**src/rtl/lane_dispatch_if.sv**
```systemverilog
// Job intake handshake between an upstream producer and lane_dispatch.
// The producer drives valid/id; the dispatcher answers with ready.
interface lane_dispatch_if #(
    parameter int IDW = 16
);
    logic           job_valid;
    logic [IDW-1:0] job_id;
    logic           job_ready;

    modport master (
        output job_valid,
        output job_id,
        input  job_ready
    );

    modport slave (
        input  job_valid,
        input  job_id,
        output job_ready
    );
endinterface

```
**src/rtl/lane_dispatch.sv**
```systemverilog
// Round-robin job scheduler: walks an external one-hot lane pointer,
// skips busy lanes and issues each accepted job to the lane under it.
module lane_dispatch #(
    parameter int NB  = 8,
    parameter int IDW = 16
) (
    input  logic                   clk,
    input  logic                   rst,
    lane_dispatch_if.slave         job,
    input  logic [NB-1:0]          mask_i,
    input  logic [NB-1:0]          lane_done_i,
    output logic                   shift_enable_o,
    output logic [NB-1:0]          lane_start_o,
    output logic [IDW-1:0]         lane_id_o,
    output logic [NB-1:0]          busy_o,
    output logic [$clog2(NB+1)-1:0] outstanding_o,
    output logic                   idle_o,
    output logic                   err_o
);
    localparam int CW = $clog2(NB + 1);

    typedef enum logic {
        SEEK,
        FULL
    } state_e;

    state_e         state_q, state_d;
    logic [NB-1:0]  busy_q, busy_d;
    logic [NB-1:0]  start_q, start_d;
    logic [IDW-1:0] id_q, id_d;
    logic           err_q, err_d;

    logic           onehot;
    logic           free_here;
    logic           any_free;
    logic           ready;
    logic           shift;
    logic           fire;
    logic [NB-1:0]  issue;
    logic [CW-1:0]  count;

    assign onehot    = (mask_i != '0) && ((mask_i & (mask_i - 1'b1)) == '0);
    assign free_here = |(mask_i & ~busy_q);
    assign any_free  = |(~busy_q);

    always_comb begin
        state_d = state_q;
        err_d   = err_q;
        ready   = 1'b0;
        shift   = 1'b0;
        fire    = 1'b0;
        issue   = '0;
        unique case (state_q)
            SEEK: begin
                if (!onehot) begin
                    err_d = 1'b1;
                end else begin
                    ready = free_here;
                    fire  = job.job_valid & free_here;
                    if (fire) begin
                        issue = mask_i;
                        shift = 1'b1;
                    end else if (!free_here && any_free) begin
                        shift = 1'b1;
                    end
                end
            end
            FULL: begin
                if (|lane_done_i) state_d = SEEK;
            end
            default: state_d = SEEK;
        endcase

        // A done and an issue on the same lane leave the bit set.
        busy_d = (busy_q & ~lane_done_i) | issue;
        if (state_q == SEEK && busy_d == '1) state_d = FULL;

        start_d = issue;
        id_d    = fire ? job.job_id : '0;
    end

    always_ff @(posedge clk) begin
        if (rst) begin
            state_q <= SEEK;
            busy_q  <= '0;
            start_q <= '0;
            id_q    <= '0;
            err_q   <= 1'b0;
        end else begin
            state_q <= state_d;
            busy_q  <= busy_d;
            start_q <= start_d;
            id_q    <= id_d;
            err_q   <= err_d;
        end
    end

    always_comb begin
        count = '0;
        for (int i = 0; i < NB; i++) begin
            count = count + CW'(busy_q[i]);
        end
    end

    assign job.job_ready  = ready & ~rst;
    assign shift_enable_o = shift & ~rst;
    assign lane_start_o   = start_q;
    assign lane_id_o      = id_q;
    assign busy_o         = busy_q;
    assign outstanding_o  = count;
    assign idle_o         = (busy_q == '0);
    assign err_o          = err_q;
endmodule
```
**src/flat_wrapper.sv**
```systemverilog
// flat-port wrapper written by rule: the top's interface ports become plain ports
module lane_dispatch_flat 
#(
    parameter int NB  = 8,
    parameter int IDW = 16
)
  (clk, rst, mask_i, lane_done_i, shift_enable_o, lane_start_o, lane_id_o, busy_o, outstanding_o, idle_o, err_o, job_job_valid, job_job_id, job_job_ready);
  lane_dispatch_if #(.IDW(IDW)) job_i ();
  input  logic clk;
  input  logic rst;
  input  logic [NB-1:0] mask_i;
  input  logic [NB-1:0] lane_done_i;
  output logic shift_enable_o;
  output logic [NB-1:0] lane_start_o;
  output logic [IDW-1:0] lane_id_o;
  output logic [NB-1:0] busy_o;
  output logic [$clog2(NB+1)-1:0] outstanding_o;
  output logic idle_o;
  output logic err_o;
  input wire logic [$bits(job_i.job_valid)-1:0] job_job_valid;
  input wire logic [$bits(job_i.job_id)-1:0] job_job_id;
  output wire logic [$bits(job_i.job_ready)-1:0] job_job_ready;
  assign job_i.job_valid = job_job_valid;
  assign job_i.job_id = job_job_id;
  assign job_job_ready = job_i.job_ready;
  lane_dispatch #(.NB(NB), .IDW(IDW)) u_core (.clk(clk), .rst(rst), .job(job_i), .mask_i(mask_i), .lane_done_i(lane_done_i), .shift_enable_o(shift_enable_o), .lane_start_o(lane_start_o), .lane_id_o(lane_id_o), .busy_o(busy_o), .outstanding_o(outstanding_o), .idle_o(idle_o), .err_o(err_o));
endmodule
```
**config.mk**
```make
export PLATFORM = sky130hd
export DESIGN_NAME = lane_dispatch_flat
export DESIGN_NICKNAME = d
export VERILOG_FILES = /design/src/rtl/lane_dispatch_if.sv /design/src/rtl/lane_dispatch.sv /design/src/flat_wrapper.sv
export SDC_FILE = /design/constraint.sdc
export NUM_CORES = 1
export LEC_CHECK = 0
export CORE_ASPECT_RATIO = 1.1
export CORE_MARGIN = 4
export CORE_UTILIZATION = 35
export CTS_CLUSTER_SIZE = 14
export DETAILED_ROUTE_END_ITERATION = 16
export GPL_ROUTABILITY_DRIVEN = 1
export PLACE_DENSITY = 0.71
export SETUP_SLACK_MARGIN = 0.3
export SLEW_MARGIN = 20
export SYNTH_ARGS = -nofsm -noshare
export SYNTH_HDL_FRONTEND = slang
export SYNTH_SLANG_ARGS = --single-unit
```
**constraint.sdc**
```tcl
create_clock -name clk -period 3.2 [get_ports clk]
set_input_delay 0.32 -clock clk [delete_from_list [all_inputs] [get_ports clk]]
set_output_delay 0.32 -clock clk [all_outputs]
set_load 0.02 [all_outputs]
```
==> flow_summary.yaml <==
setup_path:
  startpoint_type: "register"
  path_common_cell: "inv_2"
  path_class: "reg -> out"
  worstPathBufferInverterCount: 6
  cp-startpoint: "u_core.busy_o[1]"
  timing.rr.start: "u_core.busy_o[1]"
  cp_top_family: "adder cells"
  cp_slowest_cell: "fa_1"
  cp_cell_sequence: "clkinv_4 -> ha_4 -> inv_2 -> fa_1 -> fa_1 -> inv_1 -> fa_2 -> inv_2 -> fa_2 -> inv_2 -> buf_6"
  endpoint_kind: "output port"
  required_ps: 2880
  slowest_delay_ps: 500
  cp.arrival_ps: 2990
  cp_max_fo: 2
yosys:
  synth_xor_area_frac: 0.005696
  syn_nets: 203
  yosys.area.top_type: "dfxtp_1"
  synth-adder-area-share: 0.08462
  synthMuxAreaShare: 0
  synth_area_leaders: "dfxtp_1 44%, and2_1 9.8%, fa_1 5.2%, o2111ai_1 4.0%, a21oi_1 3.9%"
  synth_warnings: 0
  synth-simple-area-share: 0.2815
  synth_top_area_frac: 0.4426
  synth-seq-cells: 34
  avgSynthCellArea_sq_um: 9.611
  synthDistinctLibCells: 31
  synth_compound_area_frac: 0.1334
  yosysSeqAreaShare: 0.4426
  synthCells: 160
  syn_area_sq_um: 1538
  synth_top_family_by_area: "simple AND/OR/NAND/NOR gates"
sta:
  skew_ps: 5.587
  grt_setup_unrepaired: "yes"
  min_period_ps: 3308
  tightest_slew_ps: 398.4
  finalHoldViolations: 0
  fmax_mhz: 302.3
  holdWs_ps: 475.8
  slew_headroom: 0.7338
  setup_viol: 3
  setup_ws_ps: -108.0
  fin_crit_sh: 1.034
  slew_viol_final: 0
floorplanning:
  initial_utilization: 0.3588
  chipWidth_um: 71.20
  top_level_ports: 75
  rows: 25
  chipHeight_um: 77.52
  dieArea_sq_um: 5519
  core_area_sq_um: 4285
finish:
  final_nets: 296
  antenna_cells: 0
  drive_above_1_share: 0.1772
  nFillCells: 378
  final_common_cell: "clkdlybuf4s50_1"
  synthToLayoutAreaGrowth_pct: 69.08
  mostFrequentLayoutCells: "68 x clkdlybuf4s50_1, 32 x dfxtp_1, 24 x and2_1, 18 x buf_4, 13 x nor2_1"
  final_cells: 308
clocking:
  numClockSinks: 34
  path_clk_slew_ps: 70
  insertion_delay_ps: 280
  numCtsBuffers: 5
  h-tree-depth: 2
  cts_root_buf: "clkbuf_8"
  clk_path_buf_depth: 2
  cts_tree: "yes"
global_route:
  grt_pass1_vias: 1464
  antenna_found_initial: 0
  grt_max_degree: 25
  grt-ovfl-total: 0
  grt_pass1_wl_um: 6527
  grt_usage: 0.1511
place:
  hpwlAfterDp_um: 3371
  dp_cells: 296
  gp_congestion: 0.8508
  placement.io_buffers: 74
routing:
  avgViaCountPerCell: 4.808
  via_count: 1481
  first_iter_violations: 37
  wl_per_cell_um: 13.86
  dr.pass1.iters: 4
  routed_wl_um: 4268
  ant_nets: 0
  post-route-drc-count: 0
status:
  failed_checks: "negative setup slack"
  status: "finished with violations"
hold_path:
  hp-class: "reg -> reg"
  hold_start: "u_core.err_o"
power_and_ir_drop:
  p_leak_nw: 1.022
  power.density_nw_per_um2: 323.8
  ir_drop_v: 0.0001320
job:
  drv_cap: 0
==> report_power, final <==
group	switching [mW]	internal, mW
Combinational	0.0365	0.0597
Clock	0.147	0.173
Sequential	0.00147	0.424
==> state kept, by name (all words and copies together), names as in the netlist <==
signal	flops
u_core.lane_id_o	16
u_core.busy_o	8
u_core.state_q	1
u_core.lane_start_o	8
u_core.err_o	1
==> tightest hold or removal path: stages, from the launching register on <==
cell	delay (ps)
dfxtp_1	330
a21oi_1	40
nor2_1	70
==> path summary, 6_finish.rpt <==
| check | end | slack, ps | cells after the start |
|---|---|---|---|
| max | outstanding_o[1] | -110 | 11 |
| min | u_core.err_o | 480 | 2 |
| max reg2reg | u_core.state_q | 1130 | 9 |
| min reg2reg | u_core.err_o | 480 | 2 |
==> stage by stage <==
stage	power (mW)	utilization	area (sq um)	setup WS, ps	TNS (ps)
after floorplan	0.4622	-	1587	245.4	0
after global placement	0.5283	0.5752	2465	-245.5	-454.6
after detailed placement	0.5289	0.5752	2465	-267.0	-499.5
after CTS	0.8552	0.6026	2582	-84.31	-98.84
after global routing	0.8775	0.6067	2600	-197.9	-472.9
final	0.8419	0.6067	2600	-108.0	-168.4
==> cell type report <==
type                    count  area (sq um)  area share
clock buffers               7         86.33     0.03321
clock inverters             1         5.005    0.001925
inverters                  14         57.56     0.02214
multi-input cells         107         830.8      0.3195
flip-flops and latches     34         688.2      0.2647
well taps                  54         67.56     0.02599
repair buffers             91         864.6      0.3325
==> cell usage after synthesis <==
| cell | instances |
|---|---|
| or3_4 | 1 |
| xnor2_1 | 1 |
| and4b_1 | 4 |
| a21oi_1 | 12 |
| o21a_1 | 1 |
| or4_1 | 2 |
| or4b_1 | 1 |
| nor3_1 | 1 |
| o2111ai_1 | 7 |
| a41oi_1 | 1 |
| inv_1 | 13 |
| nand2b_1 | 7 |
| a22oi_1 | 3 |
| fa_1 | 4 |
| dfxtp_1 | 34 |
| nor2_1 | 13 |
| o21bai_1 | 1 |
| a2111o_1 | 2 |
| clkinv_1 | 1 |
| nand2_1 | 2 |
| nor4_2 | 1 |
| nor2b_1 | 7 |
| nor4_1 | 2 |
| nand4_1 | 3 |
| and2_1 | 24 |
| ha_1 | 4 |
| a211oi_1 | 2 |
| nor2b_4 | 1 |
| buf_4 | 2 |
| buf_2 | 1 |
| clkbuf_1 | 2 |
==> repair_timing <==
item,4_1_cts,5_1_grt
setup buffers,2,2
gates resized for setup,27,4
hold buffers,0,0
pin swaps,2,1
hold endpoints to repair,0,0
setup endpoints to repair,6,6
==> routing by layer <==
layer	GRT usage	routed length, um	up-vias
met5	0	0	-
met4	0.06203	31	0
met2	0.2629	2094	64
met1	0.1699	1779	675
met3	0.04404	362	5
li1	-	-	737
==> cell families after synthesis <==
family,after synthesis
xor gates and xnor gates,1
adders and majority gates,8
buffers and inverters,19
DFF,34
and+or+nand+nor,69
AOI/OAI and AO/OA,29
Note: power is estimated with default switching activity, not from simulation.
